**config.mk**
```make
export PLATFORM = sky130hd
export DESIGN_NAME = eight_b_usr
export DESIGN_NICKNAME = d
export VERILOG_FILES = /design/src/rtl/eight_b_usr.sv
export SDC_FILE = /design/constraint.sdc
export NUM_CORES = 1
export LEC_CHECK = 0
export ABC_AREA = 1
export CELL_PAD_IN_SITES_DETAIL_PLACEMENT = 0
export CELL_PAD_IN_SITES_GLOBAL_PLACEMENT = 2
export CORE_MARGIN = 2
export CORE_UTILIZATION = 22
export CTS_CLUSTER_DIAMETER = 50
export DETAILED_ROUTE_END_ITERATION = 8
export MAX_ROUTING_LAYER = met4
export PLACE_DENSITY_LB_ADDON = 0.3
export SYNTH_ARGS = -nofsm -noshare
export SYNTH_HDL_FRONTEND = slang
export SYNTH_SLANG_ARGS = --single-unit
```
**constraint.sdc**
```tcl
create_clock -name clk -period 1.6 [get_ports clk]
set_input_delay 0.32 -clock clk [delete_from_list [all_inputs] [get_ports clk]]
set_output_delay 0.32 -clock clk [all_outputs]
set_load 0.01 [all_outputs]
```
**src/rtl/eight_b_usr.sv**
```systemverilog
// eight_b_usr: 8-bit universal shift register (hold, shift right, shift left, parallel load).
// The register drives out directly, so out has no combinational path from any input.
module eight_b_usr (
    output logic [7:0] out,
    input  logic [7:0] pload,
    input  logic       lftin,
    input  logic       rghtin,
    input  logic [1:0] select,
    input  logic       clk,
    input  logic       rst
);

    typedef enum logic [1:0] {
        MODE_HOLD  = 2'b00,
        MODE_SHR   = 2'b01,
        MODE_SHL   = 2'b10,
        MODE_LOAD  = 2'b11
    } mode_t;

    mode_t      mode;
    logic [7:0] shreg;
    logic [7:0] shreg_next;

    assign mode = mode_t'(select);

    // All four codes are legal, so the default arm only exists to keep the case complete.
    always_comb begin
        shreg_next = shreg;
        unique case (mode)
            MODE_HOLD: shreg_next = shreg;
            MODE_SHR:  shreg_next = {rghtin, shreg[7:1]};
            MODE_SHL:  shreg_next = {shreg[6:0], lftin};
            MODE_LOAD: shreg_next = pload;
            default:   shreg_next = shreg;
        endcase
    end

    always_ff @(posedge clk) begin
        if (rst)
            shreg <= 8'h00;
        else
            shreg <= shreg_next;
    end

    assign out = shreg;

endmodule

```
==> flow_summary_export.csv, run 1 <==
group,metric,value,unit
run_status,outcome,"finished, final reports clean",
detailed_routing,drt-pass1-iter-count,4,
floorplan,dieWidth,53.4,um
detailed_routing,vias_per_cell,4.33,
synthesis,syn-num-nets,94,
detailed_routing,num_vias,571,
finish,antenna_cells,0,
clocking,cts_buffer_depth,2,
clocking,clk_pin_slew,50,ps
placement,pre_cts_slack,102,ps
finish,multi_input_area,288,sq um
sta,fin_setup_tns,0,ps
synthesis,synthArstFlopShare,0,%
setup_path,crit_slowest_cell,"clkdlybuf4s50_1",
synthesis,synth_seq_cells,8,
power_and_ir_drop,powerDensity,691,mW/mm^2
sta,hold_violations,0,
sta,finalSetupViolCount,0,
sta,fin_skew,2.76,ps
synthesis,synth_compound_area_share,13.5,%
detailed_routing,wl_per_cell,11.4,um
synthesis,synth_edf_count,0,
synthesis,yosysSeqAreaShare,29.8,%
setup_path,crit_arrival,1220,ps
sta,timing.fmax,650,MHz
setup_path,cp_max_fo,4,
floorplan,rows,17,
finish,drive_above_1_share,14.4,%
placement,place_congestion,0.802,
setup_path,worstPathCellList,"clkdlybuf4s50_1",
synthesis,synthMuxAreaShare,0,%
setup_path,critical_path.max_stage_delay,570,ps
sta,min_period,1540,ps
grt,overflow,0,
placement,place.port_buffers,21,
clocking,cts_inserted_buffers,3,
setup_path,worstPathBufferInverterCount,1,
detailed_routing,drc,0,
floorplan,initial_core_util,23.8,%
worst_hold_path,hp-class,"register to register",
finish,ff_latch_area,160,sq um
finish,utilization,35.0,%
grt,grt_first_pass_wirelength,2.47,mm
sta,rsz0062_at_grt,"false",
finish,fill_cells,267,
setup_path,end_kind,"output port",
sta,hold_ws,539,ps
placement,dp_hpwl,1.17,mm
clocking,cts_setup_buffers,0,
floorplan,core-area,0.00225,sq mm
clocking,cts-htree-levels,1,
synthesis,synthSimpleGateAreaFrac,40.1,%
synthesis,syn_avg_cell_area,6.71,sq um
floorplan,dieArea,0.00285,sq mm
setup_path,cp_top_family,"buffers and inverters",
sta,fin_crit_sh,96.2,%
clocking,hold_buffers,0,
sta,slew_headroom,85.5,%
setup_path,critPathRequiredTime,1280,ps
floorplan,io_pins,22,
placement,placedInstanceArea,766,sq um
finish,nets,120,
flow_run,timing.max_cap.violations,0,
power_and_ir_drop,irDropWorstVdd,344,uV
sta,worst_slack,60.9,ps
detailed_routing,dr.first_iter.drc_count,18,
clocking,cts-root-buf,"clkbuf_4",
synthesis,synth_top_family_by_area,"simple AND/OR/NAND/NOR gates",
grt,first_global_vias,512,
finish,fin_area,788,sq um
clocking,insertion_delay,250,ps
setup_path,worstSetupStartpointType,"register",
clocking,ctsResizeCount,0,
grt,antenna_found_initial,0,
synthesis,netlist_area,537,sq um
grt,grt_max_degree,12,
synthesis,yosys.area_share.xor_xnor,0,%
synthesis,synthCells,80,
synthesis,ys_warn_count,0,
grt,track_usage,12.9,%
detailed_routing,antenna_left,0,
clocking,cts_tree,"yes",
synthesis,yosysUniqueCellTypes,18,
detailed_routing,routed_wl,1.50,mm
finish,synthToLayoutAreaGrowth,46.9,%
floorplan,die_h,53.4,um
sta,slew_viol_final,0,
sta,tightest_slew,216,ps
synthesis,synth_ff_type,"dfxtp_1",
synthesis,yosys.area_share.adder,0,%
clocking,clock_sinks,8,
power_and_ir_drop,p_leak,0.358,nW
setup_path,path_class,"register to output port",
finish,largest_reg_flops,8,
## power by group
group	switching [W]	total [W]	internal, W
Combinational	0.0000744	0.000161	0.0000862
Sequential	0.0000158	0.000231	0.000215
Clock	0.0000675	0.000153	0.0000858
## final cells by class
type | count | share of cell area [%]
multi-input cells | 57 | 36.5
flip-flops and latches | 8 | 20.3
well taps | 28 | 4.44
repair buffers | 24 | 29.5
clock buffers | 3 | 2.86
inverters | 12 | 6.35
## Yosys cell counts, types with 2 or more instances
| cell type | count | share of area (%) |
|---|---|---|
| o21ai_1 | 5 | 4.7 |
| dfxtp_1 | 8 | 30 |
| inv_1 | 10 | 7.0 |
| nand2_1 | 13 | 9.1 |
| a21oi_1 | 2 | 1.9 |
| nor2_1 | 16 | 11 |
| nand3_1 | 11 | 10 |
| nand3_2 | 4 | 7.5 |
| o21bai_1 | 2 | 2.8 |
## path summary, 6_finish.rpt
path,start,endpoint,slack (ps),cells after the start
worst min register to register,out[7],out[7],540,2
worst max register to register,out[6],out[5],820,4
worst min-delay path,out[7],out[7],540,2
worst max-delay path,out[2],out[2],60,1
## metrics by stage
step | power [W] | std cells
4_1_cts | 0.000558 | 132
2_1_floorplan | 0.000318 | 80
3_5_place_dp | 0.000396 | 129
6_report | 0.000545 | 132
5_1_grt | 0.000588 | 132
3_3_place_gp | 0.000398 | 129
## routing by layer
layer  wire length (um)  global-route usage [%]
met1                741                    17.7
met2                633                    16.9
met3                119                    4.52
met4                  8                    5.13
met5                  0                       -
## placed cells by master (no fill, tap or decap)
cell / instances
clkdlybuf4s50_1: 21
nor2_1: 16
nand2_1: 13
nand3_1: 11
inv_1: 10
dfxtp_1: 8
o21ai_1: 5
nand3_2: 4
clkbuf_4: 3
buf_4: 3
o21bai_1: 2
a21oi_1: 2
inv_2: 1
inv_6: 1
nand2_4: 1
o21ai_0: 1
o21ai_2: 1
a21oi_2: 1
## kinds of logic after synthesis
kind of cell | Yosys count
AOI/OAI and AO/OA | 12
and+or+nand+nor | 45
buffers and inverters | 15
DFF | 8
(Power assumes the default switching activity.)
==> run 2, diff against run 1 <==
Settings changed: ABC_AREA 1 to unset, CORE_UTILIZATION 22 to 23, REMOVE_ABC_BUFFERS set to 1.
==> run 2 against run 1 <==
Compared with the run above:
- total power is 9.8% lower
- via count is 37% lower
- synthesized cell count fell by 53%
- cell count is 36% lower
- fmax increased by 2.3%
- clock power about the same
- critical path depth is the same
- first-iteration DRC count decreased by 100%
- worst hold slack improved by 27 ps
- synthesized area is 21% lower
- count of clock-buffer cells in the layout is the same
- core utilization rose by 3.7 points
==> flow_summary_export.csv, run 2 <==
group,metric,value,unit
run_status,outcome,"finished, final reports clean",
setup_path,crit_slowest_cell,"clkdlybuf4s50_1",
finish,synthToLayoutAreaGrowth,57.7,%
floorplan,initial_core_util,24.5,%
synthesis,yosysUniqueCellTypes,9,
grt,overflow,0,
clocking,cts_inserted_buffers,3,
power_and_ir_drop,power_switching,0.000118,W
sta,hold_violations,0,
synthesis,synthSimpleGateAreaFrac,2.96,%
synthesis,syn_avg_cell_area,11.1,sq um
sta,min_period,1500,ps
setup_path,crit_arrival,1180,ps
finish,largest_reg_flops,8,
worst_hold_path,hold_path_depth,2,
sta,worst_slack,95.2,ps
sta,rsz0062_at_grt,"false",
detailed_routing,vias_per_cell,4.25,
clocking,insertion_delay,250,ps
detailed_routing,drt-pass1-iter-count,1,
setup_path,end_kind,"output port",
worst_hold_path,hp-class,"register to register",
flow_run,timing.max_cap.violations,0,
setup_path,path_class,"register to output port",
detailed_routing,wl_per_cell,10.6,um
setup_path,critPathRequiredTime,1280,ps
clocking,cts_buffer_depth,2,
synthesis,synth_compound_area_share,11.8,%
setup_path,rrSetupSlack,900,ps
synthesis,netlist.area_leader.share,37.9,%
floorplan,dieWidth,46.9,um
sta,fin_setup_tns,0,ps
synthesis,yosys.area_share.xor_xnor,0,%
sta,fin_skew,1.85,ps
finish,multi_input_area,223,sq um
placement,place_congestion,0.628,
clocking,hold_buffers,0,
setup_path,worstPathBufferInverterCount,1,
synthesis,synth_seq_cells,8,
grt,antenna_found_initial,0,
power_and_ir_drop,irDropWorstVdd,416,uV
setup_path,worstPathCellList,"clkdlybuf4s50_1",
grt,grt_max_degree,17,
floorplan,rows,15,
synthesis,yosysSeqAreaShare,37.9,%
floorplan,die_h,46.9,um
setup_path,cp_max_fo,4,
clocking,cts_setup_buffers,0,
floorplan,dieArea,0.00220,sq mm
floorplan,core-area,0.00173,sq mm
power_and_ir_drop,combPwrFrac,23.6,%
clocking,cts_tree,"yes",
setup_path,worstReg2RegEnd,"out[3]",
sta,slew_headroom,78.6,%
finish,nets,75,
finish,antenna_cells,0,
sta,finalSetupViolCount,0,
sta,tightest_slew,321,ps
finish,fill_cells,188,
worst_hold_path,worstHoldStart,"out[7]",
synthesis,synth_top_area_cell,"dfxtp_1",
sta,slew_viol_final,0,
finish,layout_commonest_cell,"clkdlybuf4s50_1",
synthesis,synthMuxAreaShare,37.9,%
clocking,ctsResizeCount,0,
power_and_ir_drop,switching_share,24.1,%
synthesis,synth_top_family_by_area,"multiplexers",
setup_path,critPathLaunch,"out[3]",
finish,mostFrequentLayoutCells,"clkdlybuf4s50_1 (21), mux2i_1 (16), o22ai_1 (8), dfxtp_1 (8), clkbuf_4 (3)",
power_and_ir_drop,internal-power,0.000373,W
grt,first_global_vias,323,
synthesis,netlist_area,423,sq um
placement,pre_cts_slack,156,ps
clocking,cts-root-buf,"clkbuf_4",
synthesis,ys_warn_count,0,
setup_path,cp_top_family,"buffers and inverters",
clocking,cts-htree-levels,1,
detailed_routing,routed_wl,892,um
power_and_ir_drop,p_seq_share,45.2,%
grt,grt_first_pass_wirelength,1.32,mm
setup_path,worstSetupStartpointType,"register",
floorplan,io_pins,22,
setup_path,timing.rr.start,"out[3]",
placement,dp_hpwl,661,um
detailed_routing,dr.first_iter.drc_count,0,
clocking,clock_sinks,8,
finish,ff_latch_area,160,sq um
synthesis,synthTopCellsByArea,"dfxtp_1 (38%), mux2i_1 (38%), o22ai_1 (12%)",
sta,timing.fmax,665,MHz
synthesis,yosysMostFrequentCell,"mux2i_1",
worst_hold_path,whs_endpoint,"out[7]",
setup_path,critical_path.max_stage_delay,560,ps
finish,drive_above_1_share,6.78,%
synthesis,yosys.area_share.adder,0,%
synthesis,synthCells,38,
sta,fin_crit_sh,94.0,%
synthesis,synth_edf_count,0,
power_and_ir_drop,p_leak,0.268,nW
power_and_ir_drop,clock_power_share,31.2,%
setup_path,r2r.worst_path.cells,2,
placement,place.port_buffers,21,
clocking,clk_pin_slew,50,ps
detailed_routing,drc,0,
detailed_routing,num_vias,357,
synthesis,synth_common_cells,"mux2i_1 (16), dfxtp_1 (8), o22ai_1 (8)",
synthesis,synthArstFlopShare,0,%
grt,track_usage,9.30,%
detailed_routing,antenna_left,0,
synthesis,synth_ff_type,"dfxtp_1",
power_and_ir_drop,powerDensity,737,mW/mm^2
run 2: worst max path at each step:
stage                  end  slack [ps]  cells past startpoint
finish              out[3]         100                      1
global route        out[3]          10                      1
CTS                 out[2]          80                      1
detailed placement  out[3]         160                      4
global placement    out[7]         150                      4
floorplan           out[0]         760                      2
run 2: area by class of cell:
type	count	share of cell area [%]
repair buffers	22	34.5
clock buffers	3	3.38
well taps	25	4.69
flip-flops and latches	8	24.0
multi-input cells	26	33.4
run 2: per-layer routing:
| metal | up-vias | wire (um) | GRT usage, % |
|---|---|---|---|
| li1 | 187 | - | - |
| met1 | 156 | 429 | 9.95 |
| met2 | 14 | 391 | 13.2 |
| met3 | 0 | 71 | 6.92 |
| met4 | 0 | 0 | 3.33 |
| met5 | - | 0 | - |
run 2: cells by family (layout without fill, tap and decap cells):
kind of cell,after synthesis,count (layout)
mux,16,16
compound gates,8,8
flops,8,8
buf+inv,4,25
simple gates,2,2
run 2: power groups by stage:
stage	Combinational [W]	Sequential, W	Clock [W]
floorplan	0.0000369	0.000230	0
global placement	0.000117	0.000227	0
detailed placement	0.000117	0.000227	0
CTS	0.000117	0.000222	0.000164
global route	0.000124	0.000224	0.000177
finish	0.000116	0.000222	0.000154
run 2: per-stage QoR:
step                      instances  utilization, %  total power, W  hold WS [ps]  area, sq um
final                            84            38.6        0.000492           567          667
after global routing             84            38.6        0.000525           618          667
after CTS                        84            38.6        0.000503           575          667
after detailed placement         81            37.3        0.000343           568          644
after global placement           81            37.3        0.000344           560          644
after floorplan                  34               -        0.000267           498          383
==> run 3, diff against run 2 <==
Settings changed: GPL_ROUTABILITY_DRIVEN set to 0, HOLD_SLACK_MARGIN set to 0.15, PLACE_DENSITY_LB_ADDON 0.3 to 0.1.
==> run 3 against run 2 <==
Compared with the run above:
- via count grew 3.9%
- first-iteration DRC count is the same
- count of clock-buffer cells in the layout is the same
- non-clock buffer count is the same
- total power grew 1.2%
- clock power grew 3%
- global-route usage grew 0.26 points
- sequential power is essentially flat
- die area is the same
- final area is the same
- critical path depth is the same
- wire length grew 2.1%
- critical path type unchanged
- critical endpoint is now out[1]
==> flow_summary_export.csv, run 3 (same netlist as run 2, synthesis figures left out) <==
group,metric,value,unit
sta,timing.fmax,663,MHz
setup_path,worstPathBufferInverterCount,1,
sta,fin_setup_tns,0,ps
grt,grtUsageMet3,2.31,%
detailed_routing,drt-pass1-iter-count,1,
placement,placedInstanceArea,644,sq um
power_and_ir_drop,irDropWorstVdd,289,uV
floorplan,dieArea,0.00220,sq mm
setup_path,worstPathCellList,"clkdlybuf4s50_1",
power_and_ir_drop,p_leak,0.268,nW
setup_path,cp_top_family,"buffers and inverters",
power_and_ir_drop,powerDensity,746,mW/mm^2
placement,dp_hpwl,672,um
flow_run,timing.max_cap.violations,0,
sta,rsz0062_at_grt,"false",
finish,synthToLayoutAreaGrowth,57.7,%
sta,finalSetupViolCount,0,
run_status,outcome,"finished, final reports clean",
grt,overflow,0,
floorplan,io_pins,22,
floorplan,dieWidth,46.9,um
sta,fin_crit_sh,94.3,%
finish,antenna_cells,0,
sta,tightest_slew,333,ps
floorplan,core-area,0.00173,sq mm
setup_path,cp_max_fo,4,
sta,hold_violations,0,
clocking,cts_inserted_buffers,3,
floorplan,initial_core_util,24.5,%
clocking,cts-htree-levels,1,
clocking,clock_sinks,8,
finish,fill_cells,177,
detailed_routing,drc,0,
setup_path,critPathRequiredTime,1280,ps
sta,fin_skew,5.72,ps
clocking,cts-root-buf,"clkbuf_4",
setup_path,worstSetupStartpointType,"register",
detailed_routing,antenna_left,0,
detailed_routing,routed_wl,911,um
clocking,clk_pin_slew,50,ps
setup_path,crit_arrival,1190,ps
finish,mostFrequentLayoutCells,"clkdlybuf4s50_1 (21), mux2i_1 (16), o22ai_1 (8), dfxtp_1 (8), clkbuf_4 (3)",
detailed_routing,dr.first_iter.drc_count,0,
finish,layout_commonest_cell,"clkdlybuf4s50_1",
sta,slew_headroom,77.8,%
clocking,cts_setup_buffers,0,
clocking,cts_tree,"yes",
setup_path,crit_slowest_cell,"clkdlybuf4s50_1",
finish,largest_reg_flops,8,
grt,grt-busiest-layer,"met2",
setup_path,end_kind,"output port",
grt,first_global_vias,322,
grt,grt_max_degree,17,
clocking,ctsResizeCount,0,
setup_path,critical_path.max_stage_delay,560,ps
finish,nets,75,
clocking,cts_buffer_depth,2,
finish,drive_above_1_share,6.78,%
grt,antenna_found_initial,0,
clocking,hold_buffers,0,
floorplan,die_h,46.9,um
detailed_routing,wl_per_cell,10.8,um
placement,place.port_buffers,21,
floorplan,rows,15,
grt,track_usage,9.55,%
detailed_routing,num_vias,371,
sta,min_period,1510,ps
detailed_routing,vias_per_cell,4.42,
clocking,insertion_delay,260,ps
sta,slew_viol_final,0,
setup_path,path_class,"register to output port",
grt,use_met2,13.7,%
grt,grt.met1_usage,11.6,%
finish,fin_area,667,sq um
grt,grt_first_pass_wirelength,1.38,mm
worst_hold_path,hp-class,"register to register",
run 3: through the flow:
stage / hold slack [ps] / power (W) / util [%] / setup slack, ps / cells
2_1_floorplan: 498 / 0.000267 / - / 757 / 34
3_5_place_dp: 557 / 0.000343 / 37.3 / 161 / 81
3_3_place_gp: 546 / 0.000341 / 37.3 / 163 / 81
5_1_grt: 601 / 0.000522 / 38.6 / 30.8 / 84
4_1_cts: 565 / 0.000505 / 38.6 / 76.8 / 84
6_report: 564 / 0.000497 / 38.6 / 92.0 / 84
run 3: per-layer routing:
metal	part of all wire [%]	vias up
met5	0	-
met4	1.6	0
met3	6.7	2
met2	45	15
met1	46	167
li1	-	187
run 3: layout make-up:
class	instances	area, sq um	share of cell area [%]
clock buffer	3	22.5	3.38
multi-input combinational	26	223	33.4
sequential	8	160	24.0
tap	25	31.3	4.69
timing repair buffer	22	230	34.5
run 3: worst paths after layout:
| path | slack (ps) | startpoint | to | depth (start not counted) |
|---|---|---|---|---|
| worst min register to register | 560 | out[0] | out[0] | 2 |
| worst max register to register | 900 | out[5] | out[6] | 2 |
| worst min-delay path | 560 | out[0] | out[0] | 2 |
| worst max-delay path | 90 | out[1] | out[1] | 1 |
run 3: report_power, final:
group,switching (W),internal [W]
Combinational,0.0000406,0.0000758
Sequential,0.0000106,0.000211
Clock,0.0000727,0.0000861
Total,0.000124,0.000373
run 3: tightest hold or removal path, cell delays in order (launching register included):
cell	delay [ps]
dfxtp_1	310
mux2i_1	120
o22ai_1	80
